File: config.mk
export PLATFORM = sky130hd
export DESIGN_NAME = sprite_pixel_fetch_flat
export DESIGN_NICKNAME = d
export VERILOG_FILES = /design/src/rtl/sprite_pixel_fetch_if.sv /design/src/rtl/sprite_pixel_fetch.sv /design/src/flat_wrapper.sv
export SDC_FILE = /design/constraint.sdc
export NUM_CORES = 1
export LEC_CHECK = 0
export BUFFER_PORTS_ARGS = -buffer_cell sky130_fd_sc_hd__buf_4
export CORE_MARGIN = 5
export CORE_UTILIZATION = 50
export DETAILED_ROUTE_END_ITERATION = 16
export PLACE_DENSITY = 0.81
export SYNTH_ARGS = -nofsm -noshare
export SYNTH_HDL_FRONTEND = slang
export SYNTH_SLANG_ARGS = --single-unit
File: constraint.sdc
create_clock -name clk -period 6.5 [get_ports clk]
set_input_delay 1.3 -clock clk [delete_from_list [all_inputs] [get_ports clk]]
set_output_delay 1.3 -clock clk [all_outputs]
set_load 0.03 [all_outputs]
File: src/rtl/sprite_pixel_fetch_if.sv
`default_nettype none
// +----------------------------------------------------------------------+
// | sprite_pixel_fetch_if : pixel timing, sprite control and RAM bus     |
// | Rev 1.0                                                              |
// +----------------------------------------------------------------------+
interface sprite_pixel_fetch_if;
  logic        pixel_en;
  logic        display_en;
  logic [9:0]  draw_x;
  logic [9:0]  draw_y;
  logic        frame_start;
  logic [9:0]  sprite_x;
  logic [9:0]  sprite_y;
  logic        sprite_show;
  logic [18:0] bg_addr;
  logic [18:0] spr_addr;
  logic [3:0]  bg_data;
  logic [3:0]  spr_data;
  logic [3:0]  pix_idx;
  logic        pix_valid;
  logic        pix_is_sprite;

  modport master (
    output pixel_en, display_en, draw_x, draw_y, frame_start,
           sprite_x, sprite_y, sprite_show, bg_data, spr_data,
    input  bg_addr, spr_addr, pix_idx, pix_valid, pix_is_sprite
  );

  modport slave (
    input  pixel_en, display_en, draw_x, draw_y, frame_start,
           sprite_x, sprite_y, sprite_show, bg_data, spr_data,
    output bg_addr, spr_addr, pix_idx, pix_valid, pix_is_sprite
  );
endinterface
`default_nettype wire

File: src/rtl/sprite_pixel_fetch.sv
`default_nettype none
// +----------------------------------------------------------------------+
// | sprite_pixel_fetch : 3-stage background/sprite fetch and compositor  |
// | Rev 1.0                                                              |
// +----------------------------------------------------------------------+
module sprite_pixel_fetch #(
  parameter int         SPR_W  = 35,
  parameter int         SPR_H  = 60,
  parameter logic [3:0] TRANSP = 4'h0
) (
  input wire clk,
  input wire rst_n,
  sprite_pixel_fetch_if.slave bus
);
  localparam logic [9:0]  c_SPR_W10 = 10'(SPR_W);
  localparam logic [9:0]  c_SPR_H10 = 10'(SPR_H);
  localparam logic [18:0] c_SPR_W19 = 19'(SPR_W);

  logic [9:0]  r_pos_x;
  logic [9:0]  r_pos_y;
  logic        r_show;
  logic [18:0] r_bg_addr;
  logic [18:0] r_spr_addr;
  logic        r_s1_valid;
  logic        r_s1_hit;
  logic        r_s2_valid;
  logic        r_s2_hit;
  logic [3:0]  r_pix_idx;
  logic        r_pix_valid;
  logic        r_pix_is_sprite;

  logic [8:0]  w_x_half;
  logic [8:0]  w_y_half;
  logic [18:0] w_bg_addr;
  logic [9:0]  w_dx;
  logic [9:0]  w_dy;
  logic        w_hit;
  logic [18:0] w_spr_addr;
  logic        w_use_spr;

  // y*320 as (y<<8)+(y<<6), each term padded to the full 19-bit width
  assign w_x_half  = bus.draw_x[9:1];
  assign w_y_half  = bus.draw_y[9:1];
  assign w_bg_addr = {2'b00, w_y_half, 8'h00} + {4'h0, w_y_half, 6'h00}
                   + {10'h000, w_x_half};

  // Unsigned wrap makes left/above-of-sprite coordinates huge, so they miss
  assign w_dx       = bus.draw_x - r_pos_x;
  assign w_dy       = bus.draw_y - r_pos_y;
  assign w_hit      = r_show & bus.display_en & (w_dx < c_SPR_W10) & (w_dy < c_SPR_H10);
  assign w_spr_addr = 19'(w_dy) * c_SPR_W19 + 19'(w_dx);

  assign w_use_spr  = r_s2_hit & (bus.spr_data != TRANSP);

  always_ff @(posedge clk or negedge rst_n) begin
    if (!rst_n) begin
      r_pos_x <= '0;
      r_pos_y <= '0;
      r_show  <= 1'b0;
    end else if (bus.frame_start) begin
      r_pos_x <= bus.sprite_x;
      r_pos_y <= bus.sprite_y;
      r_show  <= bus.sprite_show;
    end
  end

  always_ff @(posedge clk or negedge rst_n) begin
    if (!rst_n) begin
      r_bg_addr  <= '0;
      r_spr_addr <= '0;
    end else if (bus.pixel_en) begin
      r_bg_addr  <= bus.display_en ? w_bg_addr : 19'd0;
      r_spr_addr <= w_hit ? w_spr_addr : 19'd0;
    end
  end

  always_ff @(posedge clk or negedge rst_n) begin
    if (!rst_n) begin
      r_s1_valid <= 1'b0;
      r_s1_hit   <= 1'b0;
      r_s2_valid <= 1'b0;
      r_s2_hit   <= 1'b0;
    end else begin
      r_s1_valid <= bus.pixel_en & bus.display_en;
      r_s1_hit   <= bus.pixel_en & w_hit;
      r_s2_valid <= r_s1_valid;
      r_s2_hit   <= r_s1_hit;
    end
  end

  // Stage 3: RAM data is valid here; outputs hold between valid pixels
  always_ff @(posedge clk or negedge rst_n) begin
    if (!rst_n) begin
      r_pix_idx       <= '0;
      r_pix_valid     <= 1'b0;
      r_pix_is_sprite <= 1'b0;
    end else begin
      r_pix_valid <= r_s2_valid;
      if (r_s2_valid) begin
        r_pix_idx       <= w_use_spr ? bus.spr_data : bus.bg_data;
        r_pix_is_sprite <= w_use_spr;
      end
    end
  end

  assign bus.bg_addr       = r_bg_addr;
  assign bus.spr_addr      = r_spr_addr;
  assign bus.pix_idx       = r_pix_idx;
  assign bus.pix_valid     = r_pix_valid;
  assign bus.pix_is_sprite = r_pix_is_sprite;
endmodule
`default_nettype wire

File: src/flat_wrapper.sv
// flat-port wrapper written by rule: the top's interface ports become plain ports
module sprite_pixel_fetch_flat 
#(
  parameter int         SPR_W  = 35,
  parameter int         SPR_H  = 60,
  parameter logic [3:0] TRANSP = 4'h0
)
  (clk, rst_n, bus_pixel_en, bus_display_en, bus_draw_x, bus_draw_y, bus_frame_start, bus_sprite_x, bus_sprite_y, bus_sprite_show, bus_bg_data, bus_spr_data, bus_bg_addr, bus_spr_addr, bus_pix_idx, bus_pix_valid, bus_pix_is_sprite);
  sprite_pixel_fetch_if bus_i ();
  input wire clk;
  input wire rst_n;
  input wire logic [$bits(bus_i.pixel_en)-1:0] bus_pixel_en;
  input wire logic [$bits(bus_i.display_en)-1:0] bus_display_en;
  input wire logic [$bits(bus_i.draw_x)-1:0] bus_draw_x;
  input wire logic [$bits(bus_i.draw_y)-1:0] bus_draw_y;
  input wire logic [$bits(bus_i.frame_start)-1:0] bus_frame_start;
  input wire logic [$bits(bus_i.sprite_x)-1:0] bus_sprite_x;
  input wire logic [$bits(bus_i.sprite_y)-1:0] bus_sprite_y;
  input wire logic [$bits(bus_i.sprite_show)-1:0] bus_sprite_show;
  input wire logic [$bits(bus_i.bg_data)-1:0] bus_bg_data;
  input wire logic [$bits(bus_i.spr_data)-1:0] bus_spr_data;
  output wire logic [$bits(bus_i.bg_addr)-1:0] bus_bg_addr;
  output wire logic [$bits(bus_i.spr_addr)-1:0] bus_spr_addr;
  output wire logic [$bits(bus_i.pix_idx)-1:0] bus_pix_idx;
  output wire logic [$bits(bus_i.pix_valid)-1:0] bus_pix_valid;
  output wire logic [$bits(bus_i.pix_is_sprite)-1:0] bus_pix_is_sprite;
  assign bus_i.pixel_en = bus_pixel_en;
  assign bus_i.display_en = bus_display_en;
  assign bus_i.draw_x = bus_draw_x;
  assign bus_i.draw_y = bus_draw_y;
  assign bus_i.frame_start = bus_frame_start;
  assign bus_i.sprite_x = bus_sprite_x;
  assign bus_i.sprite_y = bus_sprite_y;
  assign bus_i.sprite_show = bus_sprite_show;
  assign bus_i.bg_data = bus_bg_data;
  assign bus_i.spr_data = bus_spr_data;
  assign bus_bg_addr = bus_i.bg_addr;
  assign bus_spr_addr = bus_i.spr_addr;
  assign bus_pix_idx = bus_i.pix_idx;
  assign bus_pix_valid = bus_i.pix_valid;
  assign bus_pix_is_sprite = bus_i.pix_is_sprite;
  sprite_pixel_fetch #(.SPR_W(SPR_W), .SPR_H(SPR_H), .TRANSP(TRANSP)) u_core (.clk(clk), .rst_n(rst_n), .bus(bus_i));
endmodule
**Word-level counts from Yosys, hierarchy flattened**

Index checks and enable logic that the tools add are counted.

- Bits in registers: 69
- Latch bits: 0
- Memory bits (writable): 0
- ROM bits: 0
- Bits of input ports: 54
- Output and inout port bits: 44
- Memories kept: 0

- Add/subtract/negate cells: 5
- $mul: 1
- Divide/modulo/power cells: 0
- $lt $le $gt $ge: 2
- Equal/unequal tests: 0
- Shifts and indexed selects: 0
- Mux-type cells: 3
- Bitwise logic cells: 6
- Reduce and logical (&&, ||, !) cells: 1

Operators with widths:

| cell | count |
|---|---|
| two-way mux 19 bit | 2 |
| less-than comparator 10 x 6 -> 1 bit (second input constant) | 2 |
| subtractor 10 bit | 2 |
| adder 19 x 9 -> 19 bit | 1 |
| adder 17 x 15 -> 18 bit | 1 |
| adder 16 x 10 -> 17 bit | 1 |
| multiplier 10 x 6 -> 16 bit (second input constant) | 1 |
| bitwise AND 1 bit | 6 |
| two-way mux 4 bit | 1 |
| nonzero test 4 bit | 1 |

**Logic depth before layout (Yosys ltp)**

- Depth in word-level cells: 5
- Mapped depth: 24

**Worst setup path after synthesis**

OpenSTA, ideal clock, no wires.

- Path kind: input-to-reg
- Start point: input port bus_draw_y[0]
- End point: register u_core.r_spr_addr[15], in the netlist u_core.bus.spr_addr[15]
- Library setup time: 0.124 ns
- Arrival: 6.063 ns
- Required time: 6.376 ns
- Path slack: 0.313 ns
- Stages: 24
- Path buffers: 0
- Cell sequence: inv_1 ha_1 inv_1 fa_1 a21o_1 a21oi_1 o21bai_1 a21oi_1 xor2_1 inv_1 ha_1 ha_1 fa_1 inv_1 fa_1 inv_1 ha_1 o2111ai_1 nor2_1 o31ai_1 nand3b_1 a2111o_1 o211ai_1 o2bb2ai_1

- Cells in the longest elaborated chain, start to end: 4
- Elaborated cells between the ends (all ways): 6
- Those cells by class: add/sub (2); mul (1); order compare (1); mux (1); bitwise (1)

Ends and longest elaborated chain:

| what | RTL line | text |
|---|---|---|
| start: declaration | flat_wrapper.sv:15 | `input wire logic [$bits(bus_i.draw_y)-1:0] bus_draw_y;` |
| subtractor 10 bit * | sprite_pixel_fetch.sv:49 | `assign w_dy = bus.draw_y - r_pos_y;` |
| multiplier 10 x 6 -> 16 bit or less-than comparator 10 x 6 -> 1 bit (tied branches) | sprite_pixel_fetch.sv:51, sprite_pixel_fetch.sv:50 |  |
| adder 16 x 10 -> 17 bit or bitwise AND 1 bit (tied branches) | sprite_pixel_fetch.sv:51, sprite_pixel_fetch.sv:50 |  |
| two-way mux 19 bit * | sprite_pixel_fetch.sv:73 | `r_spr_addr <= w_hit ? w_spr_addr : 19'd0;` |
| end signal: assignment | sprite_pixel_fetch.sv:73 |  |
| end: declaration | sprite_pixel_fetch.sv:23 | `logic [18:0] r_spr_addr;` |

Mark *: on every way between the ends. The rest lies on a longest branch, timed or not.
A chain may end at the register's enable or synchronous reset.

**Worst setup path after layout**

Ends and elaborated chain as after synthesis.

==> results.json <==
{
  "run_status": "finished clean",
  "synthSimpleGateAreaFrac": 0.1171,
  "end_kind": "flop",
  "antenna_found_initial": 0,
  "synth_top_family_by_area": "adder cells",
  "overflow": 0,
  "wl_per_cell_um": 15.42,
  "cts_sinks": 66,
  "dp_hpwl_um": 9696,
  "clk-insertion-delay-late_ps": 350,
  "final_common_cell": "buf_4",
  "nFillCells": 866,
  "grt_pass1_vias": 4486,
  "synth_compound_area_frac": 0.1917,
  "initial_utilization": 0.5115,
  "max_cap_violations": 0,
  "hp-class": "flop to flop",
  "async_flop_share": 1.000,
  "use_met2": 0.3369,
  "fin_ws_ps": 209.5,
  "crit_type": "input port to flop",
  "finalPower_mw": 2.955,
  "path_max_fanout": 5,
  "cts_buffers": 9,
  "grt_pass1_wl_um": 20470,
  "relSlewSlack": 0.4386,
  "tritoncts": "yes",
  "worstPathRequired_ps": 6730,
  "clock_path_buffers": 2,
  "synth_fa_ha_area_frac": 0.2303,
  "hold-path-cell-count": 0,
  "fin_worst_hold_slack_ps": 368.4,
  "grt_max_degree": 67,
  "place_ws_ps": -101.3,
  "clk_pin_slew_ps": 70,
  "yosysUniqueCellTypes": 73,
  "hold_path.startpoint": "u_core.r_s1_hit$_DFF_PN0_",
  "crit_arrival_ps": 6520,
  "worst_pin_slew_ps": 831.2,
  "drt_wl_total_um": 12170,
  "gp_congestion": 0.8638,
  "drc_errors": 0,
  "synth-main-ff-cell": "dfrtp_1",
  "drt_iter0_markers": 204,
  "n_antenna_cell": 0,
  "skew_ps": 12.80,
  "syn_area_per_cell_um2": 9.565,
  "rrSetupSlack_ps": 940,
  "ant_nets": 0,
  "vias": 4361,
  "htreeDepth": 3,
  "power.leakage_nw": 3.209,
  "ir_drop_v": 0.0004202,
  "min_period_over_period": 0.9678,
  "syn-cell-area_um2": 5280,
  "die_area_um2": 12710,
  "yosysSeqAreaShare": 0.3128,
  "io_pins": 98,
  "reg2reg_from": "u_core.r_pos_y[0]$_DFFE_PN0P_",
  "hold_path_end": "u_core.r_s2_hit$_DFF_PN0_",
  "hold_viol": 0,
  "syn_inst": 552,
  "ys_warn_count": 0,
  "regArea_um2": 1652,
  "min_period_ps": 6290,
  "grt_usage": 0.1926,
  "syn_to_final_growth_pct": 19.24,
  "fmax_mhz": 159.0,
  "synth_edf_count": 0,
  "gr-usage-met3": 0.04492,
  "routed_via_density": 5.527,
  "tns_ps": 0,
  "utilization": 0.6099,
  "synth.area.mux_share": 0.01256,
  "num_rows": 37,
  "port_buffers": 94,
  "rsz0062_at_grt": "false",
  "nets": 789,
  "ys_ff_latch": 66,
  "multi_input_area_um2": 3252,
  "setup_viol": 0,
  "dieWidth_um": 112.8,
  "core-area_um2": 10320,
  "drt_pass1_iterations": 4,
  "synthXorXnorAreaFrac": 0.06137,
  "gr-usage-met1": 0.2362,
  "fp.dieH_um": 112.8,
  "reg2reg_to": "u_core.bus.spr_addr[15]$_DFFE_PN0P_",
  "cts_root_buffer": "clkbuf_8",
  "top_usage_layer": "met2",
  "power_density_nw_per_um2": 469.3,
  "layout-drive-gt1-share": 0.2083,
  "start_kind": "input port",
  "final_cell_mix": "buf_4, inv_1, ha_1",
  "maxSlewViolCount": 0,
  "reg2regPathDepth": 23
}
==> Yosys cell counts (all sizes together) (3+ instances only) <==
cell type | instances | area, um^2
inv | 77 | 289.0
ha | 70 | 875.8
dfrtp | 66 | 1652
o21ai | 37 | 185.2
nand2 | 35 | 131.4
nor2 | 26 | 97.59
xnor2 | 21 | 183.9
a21oi | 20 | 100.1
o2bb2ai | 18 | 157.7
fa | 17 | 340.3
xor2 | 16 | 140.1
a21o | 13 | 98.85
nand3 | 11 | 55.05
nor2b | 10 | 62.56
nor3 | 9 | 56.31
o21a | 9 | 68.82
buf | 8 | 68.80
clkbuf | 7 | 26.28
a22o | 6 | 52.55
a31oi | 5 | 31.28
mux2 | 5 | 56.30
or2 | 4 | 25.02
or3 | 4 | 27.52
a211o | 3 | 26.28
a211oi | 3 | 22.52
a22oi | 3 | 22.52
and2 | 3 | 18.77
o21bai | 3 | 22.52
==> area by class of cell <==
type                       count  share of cell area
clock buffer                   9             0.01967
sequential                    66              0.2623
clock inverter                 7             0.01113
inverter                      78             0.04650
multi-input combinational    395              0.5165
timing repair buffer          98              0.1169
tap                          136             0.02703
==> routing by layer <==
layer  part of all wire  wire length, um
met5                  0                0
met4              0.019              233
met3              0.054              657
met2               0.50             6048
met1               0.43             5224
==> worst max path at each step <==
stage,from,to,cells after the start
after floorplan,bus_draw_y[0],u_core.bus.spr_addr[15]$_DFFE_PN0P_,24
after detailed placement,bus_draw_y[0],u_core.bus.spr_addr[15]$_DFFE_PN0P_,25
after CTS,bus_draw_y[0],u_core.bus.spr_addr[15]$_DFFE_PN0P_,25
after global routing,bus_draw_y[0],u_core.bus.spr_addr[15]$_DFFE_PN0P_,25
after global placement,bus_draw_y[0],u_core.bus.spr_addr[15]$_DFFE_PN0P_,25
final,bus_draw_y[0],u_core.bus.spr_addr[15]$_DFFE_PN0P_,25
==> per-stage QoR <==
stage / cell area [um^2] / cells
floorplan: 5288 / 554
global placement: 6091 / 772
detailed placement: 6091 / 772
CTS: 6285 / 788
global route: 6296 / 789
finish: 6296 / 789
==> cell families (layout without fill, tap and decap cells) <==
| kind of cell | after synthesis | count (layout) |
|---|---|---|
| buf+inv | 93 | 192 |
| other cells | 1 | 3 |
| flops | 66 | 66 |
| simple gates | 118 | 118 |
| mux | 6 | 6 |
| compound gates | 144 | 144 |
| xor+xnor | 37 | 37 |
| fa+ha+maj | 87 | 87 |
==> power breakdown <==
part	internal, mW	total [mW]	switching, mW
logic	0.946	2.15	1.21
clock network	0.176	0.344	0.167
registers	0.440	0.457	0.0164
total	1.56	2.95	1.39
==> critical path, stage by stage <==
cell and delay (ps):
buf_4 110, inv_1 50, ha_1 170, inv_1 60, fa_1 400, a21o_1 190
a21oi_2 180, o21bai_1 90, a21oi_1 260, o21ai_0 160, xor2_1 350, ha_1 310
ha_1 320, fa_1 540, inv_1 60, fa_1 530, inv_1 40, ha_1 350
o2111ai_1 120, nor2_1 60, o31ai_1 100, nand3b_1 170, a2111o_1 440, o211ai_1 90
o2bb2ai_1 90
==> what timing repair did <==
item | in CTS | in global routing
resized for setup | 0 | 1
hold buffers | 0 | 0
buffers inserted | 0 | 1
hold endpoints to repair | 0 | 0
setup endpoints to repair | 0 | 2
==> flip-flops by register name, indices dropped and copies added, names as in the netlist <==
name / count
u_core.bus.bg_addr: 19
u_core.bus.pix_idx: 4
u_core.bus.pix_is_sprite: 1
u_core.bus.pix_valid: 1
u_core.bus.spr_addr: 16
u_core.r_pos_x: 10
u_core.r_pos_y: 10
u_core.r_s1_hit: 1
u_core.r_s1_valid: 1
u_core.r_s2_hit: 1
u_core.r_s2_valid: 1
u_core.r_show: 1
Power figures use the tool's default switching activity.
